$ cat config.mk
export PLATFORM = sky130hd
export DESIGN_NAME = mem_ctrl_port
export DESIGN_NICKNAME = d
export VERILOG_FILES = /design/src/rtl/mem_ctrl_port.sv
export SDC_FILE = /design/constraint.sdc
export NUM_CORES = 1
export LEC_CHECK = 0
export ABC_AREA = 1
export ABC_CLOCK_PERIOD_IN_PS = 2000
export BUFFER_PORTS_ARGS = -buffer_cell sky130_fd_sc_hd__buf_2
export CAP_MARGIN = 10
export CELL_PAD_IN_SITES_DETAIL_PLACEMENT = 1
export CELL_PAD_IN_SITES_GLOBAL_PLACEMENT = 2
export CORE_ASPECT_RATIO = 1.1
export CORE_MARGIN = 2
export CORE_UTILIZATION = 25
export CTS_CLUSTER_DIAMETER = 100
export DETAILED_ROUTE_END_ITERATION = 6
export PLACE_DENSITY = 0.95
export SLEW_MARGIN = 25
export SYNTH_ARGS = -nofsm -noshare
export SYNTH_HDL_FRONTEND = slang
export SYNTH_SLANG_ARGS = --single-unit
$ cat constraint.sdc
create_clock -name mem_clk -period 2 [get_ports mem_clk]
set_input_delay 0.3 -clock mem_clk [delete_from_list [all_inputs] [get_ports mem_clk]]
set_output_delay 0.3 -clock mem_clk [all_outputs]
set_load 0.02 [all_outputs]
$ cat src/rtl/mem_ctrl_port.sv
`default_nettype none
// ============================================================================
// Module      : mem_ctrl_port
// Description : Initiator port for a 64x32 single-port RAM with a registered
//               address. Accepts read/write bursts from a host over a
//               valid/ready handshake, drives the RAM address/write strobe/
//               write data, and returns read beats two cycles after each
//               address issue with a single-cycle valid strobe.
// Revision    : 1.0 - initial release
// ----------------------------------------------------------------------------
// Ports:
//   mem_clk, mem_rst_n        clock, asynchronous active-low reset
//   host_req_valid/ready      burst request handshake
//   host_req_we/addr/len      burst direction, start address, beats-1
//   host_wr_data/valid/ready  write beat stream
//   host_rd_data/valid        registered read beats (no backpressure)
//   host_busy                 burst active or read pipeline non-empty
//   host_err                  one-cycle write-stall abort pulse
//   mc_address_mem            RAM address (registered)
//   mem_we, mem_data_in       RAM write strobe and data
//   mem_data_out              RAM read data, valid the cycle after address
// Build option:
//   MC_TIMEOUT_EN  when defined, a write burst stalled for TIMEOUT_CYC
//                  consecutive cycles is aborted and host_err pulses.
// ============================================================================
module mem_ctrl_port #(
    parameter int DATA_W      = 32,
    parameter int ADDR_W      = 6,
    parameter int LEN_W       = 3,
    parameter int TIMEOUT_CYC = 16
) (
    input  logic              mem_clk,
    input  logic              mem_rst_n,
    input  logic              host_req_valid,
    output logic              host_req_ready,
    input  logic              host_req_we,
    input  logic [ADDR_W-1:0] host_req_addr,
    input  logic [LEN_W-1:0]  host_req_len,
    input  logic [DATA_W-1:0] host_wr_data,
    input  logic              host_wr_valid,
    output logic              host_wr_ready,
    output logic [DATA_W-1:0] host_rd_data,
    output logic              host_rd_valid,
    output logic              host_busy,
    output logic              host_err,
    output logic [ADDR_W-1:0] mc_address_mem,
    output logic              mem_we,
    output logic [DATA_W-1:0] mem_data_in,
    input  logic [DATA_W-1:0] mem_data_out
);

    typedef enum logic [1:0] {
        ST_IDLE  = 2'd0,
        ST_WRITE = 2'd1,
        ST_READ  = 2'd2
    } state_t;

    state_t             state_q,    state_d;
    logic [ADDR_W-1:0]  addr_q,     addr_d;
    logic [LEN_W-1:0]   beats_q,    beats_d;
    logic               rd_pend_q,  rd_pend_d;
    logic [DATA_W-1:0]  rd_data_q,  rd_data_d;
    logic               rd_valid_q, rd_valid_d;

`ifdef MC_TIMEOUT_EN
    // Last stall count before the abort fires; the abort happens on the
    // cycle that would make the count reach TIMEOUT_CYC.
    localparam logic [4:0] C_STALL_LAST = 5'(TIMEOUT_CYC - 1);

    logic [4:0]         stall_q,    stall_d;
    logic               err_q,      err_d;
`endif

    always_comb begin
        state_d    = state_q;
        addr_d     = addr_q;
        beats_d    = beats_q;
        rd_pend_d  = 1'b0;
        // The pipeline stage after an issue captures RAM data; the stage
        // after that presents it to the host.
        rd_valid_d = rd_pend_q;
        rd_data_d  = rd_pend_q ? mem_data_out : rd_data_q;
`ifdef MC_TIMEOUT_EN
        stall_d    = 5'd0;
        err_d      = 1'b0;
`endif
        case (state_q)
            ST_IDLE: begin
                if (host_req_valid) begin
                    addr_d  = host_req_addr;
                    beats_d = host_req_len;
                    state_d = host_req_we ? ST_WRITE : ST_READ;
                end
            end
            ST_WRITE: begin
                if (host_wr_valid) begin
                    addr_d  = addr_q + 1'b1;
                    beats_d = beats_q - 1'b1;
                    if (beats_q == '0) begin
                        state_d = ST_IDLE;
                    end
                end
`ifdef MC_TIMEOUT_EN
                else if (stall_q == C_STALL_LAST) begin
                    // Abort; beats already written stay in the RAM.
                    state_d = ST_IDLE;
                    err_d   = 1'b1;
                end else begin
                    stall_d = stall_q + 1'b1;
                end
`endif
            end
            ST_READ: begin
                // One address per cycle, never stalls.
                rd_pend_d = 1'b1;
                addr_d    = addr_q + 1'b1;
                beats_d   = beats_q - 1'b1;
                if (beats_q == '0) begin
                    state_d = ST_IDLE;
                end
            end
            default: begin
                state_d = ST_IDLE;
            end
        endcase
    end

    always_ff @(posedge mem_clk or negedge mem_rst_n) begin
        if (!mem_rst_n) begin
            state_q    <= ST_IDLE;
            addr_q     <= '0;
            beats_q    <= '0;
            rd_pend_q  <= 1'b0;
            rd_data_q  <= '0;
            rd_valid_q <= 1'b0;
`ifdef MC_TIMEOUT_EN
            stall_q    <= 5'd0;
            err_q      <= 1'b0;
`endif
        end else begin
            state_q    <= state_d;
            addr_q     <= addr_d;
            beats_q    <= beats_d;
            rd_pend_q  <= rd_pend_d;
            rd_data_q  <= rd_data_d;
            rd_valid_q <= rd_valid_d;
`ifdef MC_TIMEOUT_EN
            stall_q    <= stall_d;
            err_q      <= err_d;
`endif
        end
    end

    assign host_req_ready = (state_q == ST_IDLE);
    assign host_wr_ready  = (state_q == ST_WRITE);
    // The RAM samples we/data on the same edge as the host handshake, so
    // these pass straight through while a write burst is active.
    assign mem_we         = (state_q == ST_WRITE) & host_wr_valid;
    assign mem_data_in    = (state_q == ST_WRITE) ? host_wr_data : '0;
    assign mc_address_mem = addr_q;
    assign host_rd_data   = rd_data_q;
    assign host_rd_valid  = rd_valid_q;
    assign host_busy      = (state_q != ST_IDLE) | rd_pend_q | rd_valid_q;

`ifdef MC_TIMEOUT_EN
    assign host_err = err_q;
`else
    // Write stalls are unbounded in this build; the limit parameter has no
    // effect and host_err never asserts for any legal TIMEOUT_CYC.
    assign host_err = (TIMEOUT_CYC < 0);
`endif

endmodule
`default_nettype wire
==> reports/qor.csv, run 1 <==
metric,value,unit
placed_cells,506,
ys_seq_area_share,45.7,%
path_max_fanout,5,
rsz0062_at_grt,false,
fin_crit_sh,94.0,%
synth.top_cell.area_share,45.7,%
core-area,0.00975,mm^2
first_global_vias,2170,
cts_tree,done,
wl,6880,um
fp.dieW,98.7,um
hold_class,in2reg,
n_fill_cell,1206,
portBuffers,152,
cts_sinks,45,
p_int,3.08,mW
routedWlPerCell,13.4,um
num_antenna_cells,0,
synth_area_leaders,"dfrtp_1, mux2_4, nand2_1",
drc,0,
dp_hpwl,5610,um
cts-root-buf,clkbuf_8,
clk_path_buf_depth,2,
post_cts_buffers,0,
num_vias,2191,
tightest_slew,584,ps
async_flop_share,100,%
postRouteAntennaNets,0,
syn_area,0.00246,mm^2
switching_share,45.3,%
slowest_delay,440,ps
pin_count,154,
end_kind,output pin,
drt-pass1-iter-count,3,
max_freq,0.532,GHz
drt_iter0_drc,86,
h-tree-depth,2,
slew_violations,0,
ys.warnings.count,0,
power.leakage,2.10,nW
final_cell_mix,"buf_2, nand2_1, dfrtp_1, inv_1, mux2_4",
seqPwrFrac,30.1,%
gp_congestion,0.760,
syn-num-nets,327,
cp-start-kind,register,
antenna_found_initial,0,
fin_crit,1880,ps
grtUsageTotal,12.3,%
ys_ff_latch,45,
slew_headroom,61.1,%
postSynthCellCount,241,
syn_to_final_growth,39.2,%
clkTransAtPathRegs,100,ps
worstSetupPathType,reg2out,
hold_violations,0,
power.switching,2.55,mW
power_per_cell_area,1640,mW/mm^2
combPwrFrac,59.4,%
yosys.cell_types.count,29,
crit_arrival,1580,ps
grt_max_degree,34,
finalNonFillerCells,515,
synth_edf_count,0,
pwr-share-clk,10.5,%
finalPower,5.62,mW
clk_latency,300,ps
drive_gt1_share,52.7,%
path_cells,"inv_2, ha_4, or3b_1, buf_2",
status,"complete, no violations",
finalSetupViolations,0,
worstPathRequired,1700,ps
ir_worst_vdd,0.463,mV
avgSynthCellArea,10.2,um^2
final_nets,480,
clock_skew,8.30,ps
synthFlopType,dfrtp_1,
grt_overflow,0,
via_per_inst,4.25,
final_common_cell,buf_2,
rows,38,
initial_core_util,25.3,%
fp.dieH,108,um
dieArea,0.0107,mm^2
grt_pass1_wl,10600,um
yosysTopAreaCell,dfrtp_1,
maxCapViolations,0,
tns,0,ps
critPathSlowestCell,dfrtp_1,
cts_made_buffers,5,
-- state kept, by name, indices dropped and copies added, names as in the netlist --
name and cells:
host_rd_data 32, host_rd_valid 1, mc_address_mem 6, beats_q 3, state_q 2, rd_pend_q 1
-- Yosys cell counts, types with 3 or more instances --
cell type,n
a21oi_1,3
buf_12,3
buf_2,4
dfrtp_1,45
ha_1,8
inv_1,43
mux2_4,30
nand2_1,59
nand3_1,5
nor2_1,11
o21ai_0,8
-- power by group through the flow --
stage	Combinational, mW	Sequential [mW]	Clock (mW)
after floorplan	1.95	2.15	0
after global placement	3.23	1.66	0
after detailed placement	3.36	1.70	0
after CTS	3.41	1.70	0.625
after global routing	3.65	1.76	0.658
final	3.34	1.69	0.591
-- routing by layer --
layer / wire length (um) / track usage (%) / up-vias / part of all wire [%]
li1: - / - / 1039 / -
met1: 2580 / 13.7 / 1052 / 37
met5: 0 / 0 / - / 0
met2: 3710 / 23.3 / 94 / 54
met3: 533 / 3.56 / 6 / 7.8
met4: 59 / 2.64 / 0 / 0.86
-- worst max-delay path: cells and delay by family (launching register included) --
| kind | cells | cell delay, ps |
|---|---|---|
| DFF | 1 | 440 |
| buffers and inverters | 2 | 300 |
| adders and majority gates | 1 | 180 |
| and+or+nand+nor | 1 | 380 |
-- final cells by class --
class	instances	area, um^2	share of cell area (%)
multi-input cells	142	1080	31.5
inverters	44	165	4.82
flip-flops and latches	45	1130	32.9
well taps	120	150	4.38
repair buffers	156	813	23.7
clock inverters	3	25.0	0.730
clock buffers	5	68.8	2.01
-- worst paths after layout --
kind / from / end / slack, ps / depth (start not counted)
max: state_q[0]$_DFFE_PN0P_ / host_busy / 120 / 4
min reg2reg: host_rd_data[24]$_DFFE_PN0P_ / host_rd_data[24]$_DFFE_PN0P_ / 510 / 1
min in group asynchronous: mem_rst_n / host_rd_data[12]$_DFFE_PN0P_ / 550 / 2
max in group asynchronous: mem_rst_n / rd_pend_q$_DFF_PN0_ / 930 / 3
max reg2reg: state_q[0]$_DFFE_PN0P_ / mc_address_mem[4]$_DFFE_PN0P_ / 510 / 7
min: mem_data_out[0] / host_rd_data[0]$_DFFE_PN0P_ / 230 / 2
-- metrics by stage --
stage                     setup WS, ps  instance area [um^2]  hold WS (ps)  util [%]
after floorplan                    404                  2460          4.41         -
after global placement             360                  3300           313      33.9
after detailed placement           258                  3300           321      33.9
after CTS                         17.2                  3420           212      35.1
after global routing              10.6                  3430           212      35.2
final                              121                  3430           226      35.2
-- cell families after synthesis --
| group | count (synthesis) | synth area share (%) |
|---|---|---|
| other | 1 | 0.152 |
| adder cells (fa/ha/maj) | 8 | 4.06 |
| XOR/XNOR | 2 | 0.711 |
| flip-flops | 45 | 45.7 |
| AO/OA/AOI/OAI | 15 | 3.50 |
| AND/OR/NAND/NOR | 84 | 15.6 |
| multiplexers | 32 | 19.2 |
| buffers and inverters | 54 | 11.0 |
-- timing repair --
item,CTS,global route
endpoints found under the hold margin,20,0
resized for setup,3,3
hold buffers,1,0
endpoints found under the setup margin,1,34
Power figures use the tool's default switching activity.
==> run 2, diff against run 1 <==
--- a/config.mk
+++ b/config.mk
@@ -9,7 +9,7 @@
 export ABC_CLOCK_PERIOD_IN_PS = 2000
 export BUFFER_PORTS_ARGS = -buffer_cell sky130_fd_sc_hd__buf_2
 export CAP_MARGIN = 10
-export CELL_PAD_IN_SITES_DETAIL_PLACEMENT = 1
+export CELL_PAD_IN_SITES_DETAIL_PLACEMENT = 0
 export CELL_PAD_IN_SITES_GLOBAL_PLACEMENT = 2
 export CORE_ASPECT_RATIO = 1.1
 export CORE_MARGIN = 2
==> reports/qor.csv, run 2 (synthesized netlist as in run 1, its figures left out) <==
metric,value,unit
status,"complete, no violations",
worstSetupPathType,reg2out,
largest_reg_flops,32,
power.leakage,2.10,nW
hp-start,mem_data_out[13],
drt_iter0_drc,53,
first_global_vias,2011,
drc,0,
power_per_cell_area,1620,mW/mm^2
grt_pass1_wl,9380,um
post-place-ws,277,ps
clkTransAtPathRegs,100,ps
postLayoutSetupSlackWorst,105,ps
whs_endpoint,host_rd_data[13]$_DFFE_PN0P_,
hold_violations,0,
reg2reg_to,state_q[1]$_DFFE_PN0P_,
slew_violations,0,
rsz0062_at_grt,false,
portBuffers,152,
syn_to_final_growth,39.2,%
grt_max_degree,34,
ir_worst_vdd,0.516,mV
max_freq,0.528,GHz
cts-root-buf,clkbuf_8,
pin_count,154,
num_antenna_cells,0,
min_delay_path_depth,2,
hold_class,in2reg,
clk_path_buf_depth,2,
maxCapViolations,0,
tns,0,ps
dp_hpwl,4740,um
end_kind,output pin,
rows,38,
r2r_slack,520,ps
grt_overflow,0,
finalSetupViolations,0,
worstPathRequired,1700,ps
initial_core_util,25.3,%
finalPower,5.55,mW
postRouteAntennaNets,0,
cts_sinks,45,
drt-pass1-iter-count,4,
fp.dieH,108,um
final_nets,480,
tightest_slew,580,ps
antenna_found_initial,0,
gp_congestion,0.760,
slew_headroom,61.4,%
crit_arrival,1590,ps
drive_gt1_share,52.4,%
cp-start-kind,register,
cts_tree,done,
wl,6010,um
path_max_fanout,5,
routedWlPerCell,11.7,um
core-area,0.00975,mm^2
final_cell_mix,"buf_2, nand2_1, dfrtp_1, inv_1, mux2_4",
clock_skew,8.70,ps
via_per_inst,4.12,
num_vias,2120,
grtUsageTotal,10.8,%
clk_latency,290,ps
fin_crit_sh,94.7,%
r2r-start,state_q[1]$_DFFE_PN0P_,
fin_crit,1890,ps
fp.dieW,98.7,um
h-tree-depth,2,
dieArea,0.0107,mm^2
r2r_cells,7,
final_common_cell,buf_2,
cts_made_buffers,5,
run 2: final cells by class:
type                       instances  area, um^2
sequential                        45        1130
timing repair buffer             156         813
multi-input combinational        142        1080
fill                             986        6320
inverter                          44         165
clock inverter                     3        25.0
tap                              120         150
clock buffer                       5        68.8
run 2: worst max path at each step:
stage / startpoint / end / slack, ps / depth (start not counted)
2_1_floorplan: state_q[0]$_DFFE_PN0P_ / host_busy / 400 / 3
6_report: state_q[1]$_DFFE_PN0P_ / host_busy / 110 / 4
3_5_place_dp: state_q[0]$_DFFE_PN0P_ / state_q[1]$_DFFE_PN0P_ / 280 / 7
4_1_cts: state_q[0]$_DFFE_PN0P_ / host_busy / 5 / 4
5_1_grt: state_q[1]$_DFFE_PN0P_ / host_busy / 1 / 4
3_3_place_gp: state_q[0]$_DFFE_PN0P_ / mc_address_mem[4]$_DFFE_PN0P_ / 360 / 7
run 2: metrics by stage:
stage / area (um^2) / utilization, % / hold slack [ps] / std cells
floorplan: 2460 / - / 4.41 / 241
global placement: 3300 / 33.9 / 313 / 506
detailed placement: 3300 / 33.9 / 321 / 506
CTS: 3410 / 35.0 / 213 / 515
global route: 3430 / 35.2 / 201 / 515
finish: 3430 / 35.2 / 227 / 515
run 2: per-layer routing:
layer	track usage, %	routed length [um]
met4	1.76	40
met2	19.9	3150
met5	0	0
met1	12.5	2280
met3	3.36	540
run 2: timing repair:
item	CTS	global route
setup endpoints to repair	1	33
hold endpoints to repair	22	0
resized for setup	1	4
hold buffers	1	0
setup buffers	0	0
run 2: worst max-delay path, cell delays in order, from the launching register on:
cell	delay [ps]
dfrtp_1	410
inv_1	150
ha_4	190
or3b_1	370
buf_2	170
run 2: power breakdown:
group	switching [mW]	leakage, nW	total [mW]	internal [mW]
registers	0.290	0.534	1.67	1.38
logic	1.85	1.52	3.29	1.44
clock network	0.341	0.0447	0.594	0.253
total	2.48	2.10	5.55	3.07
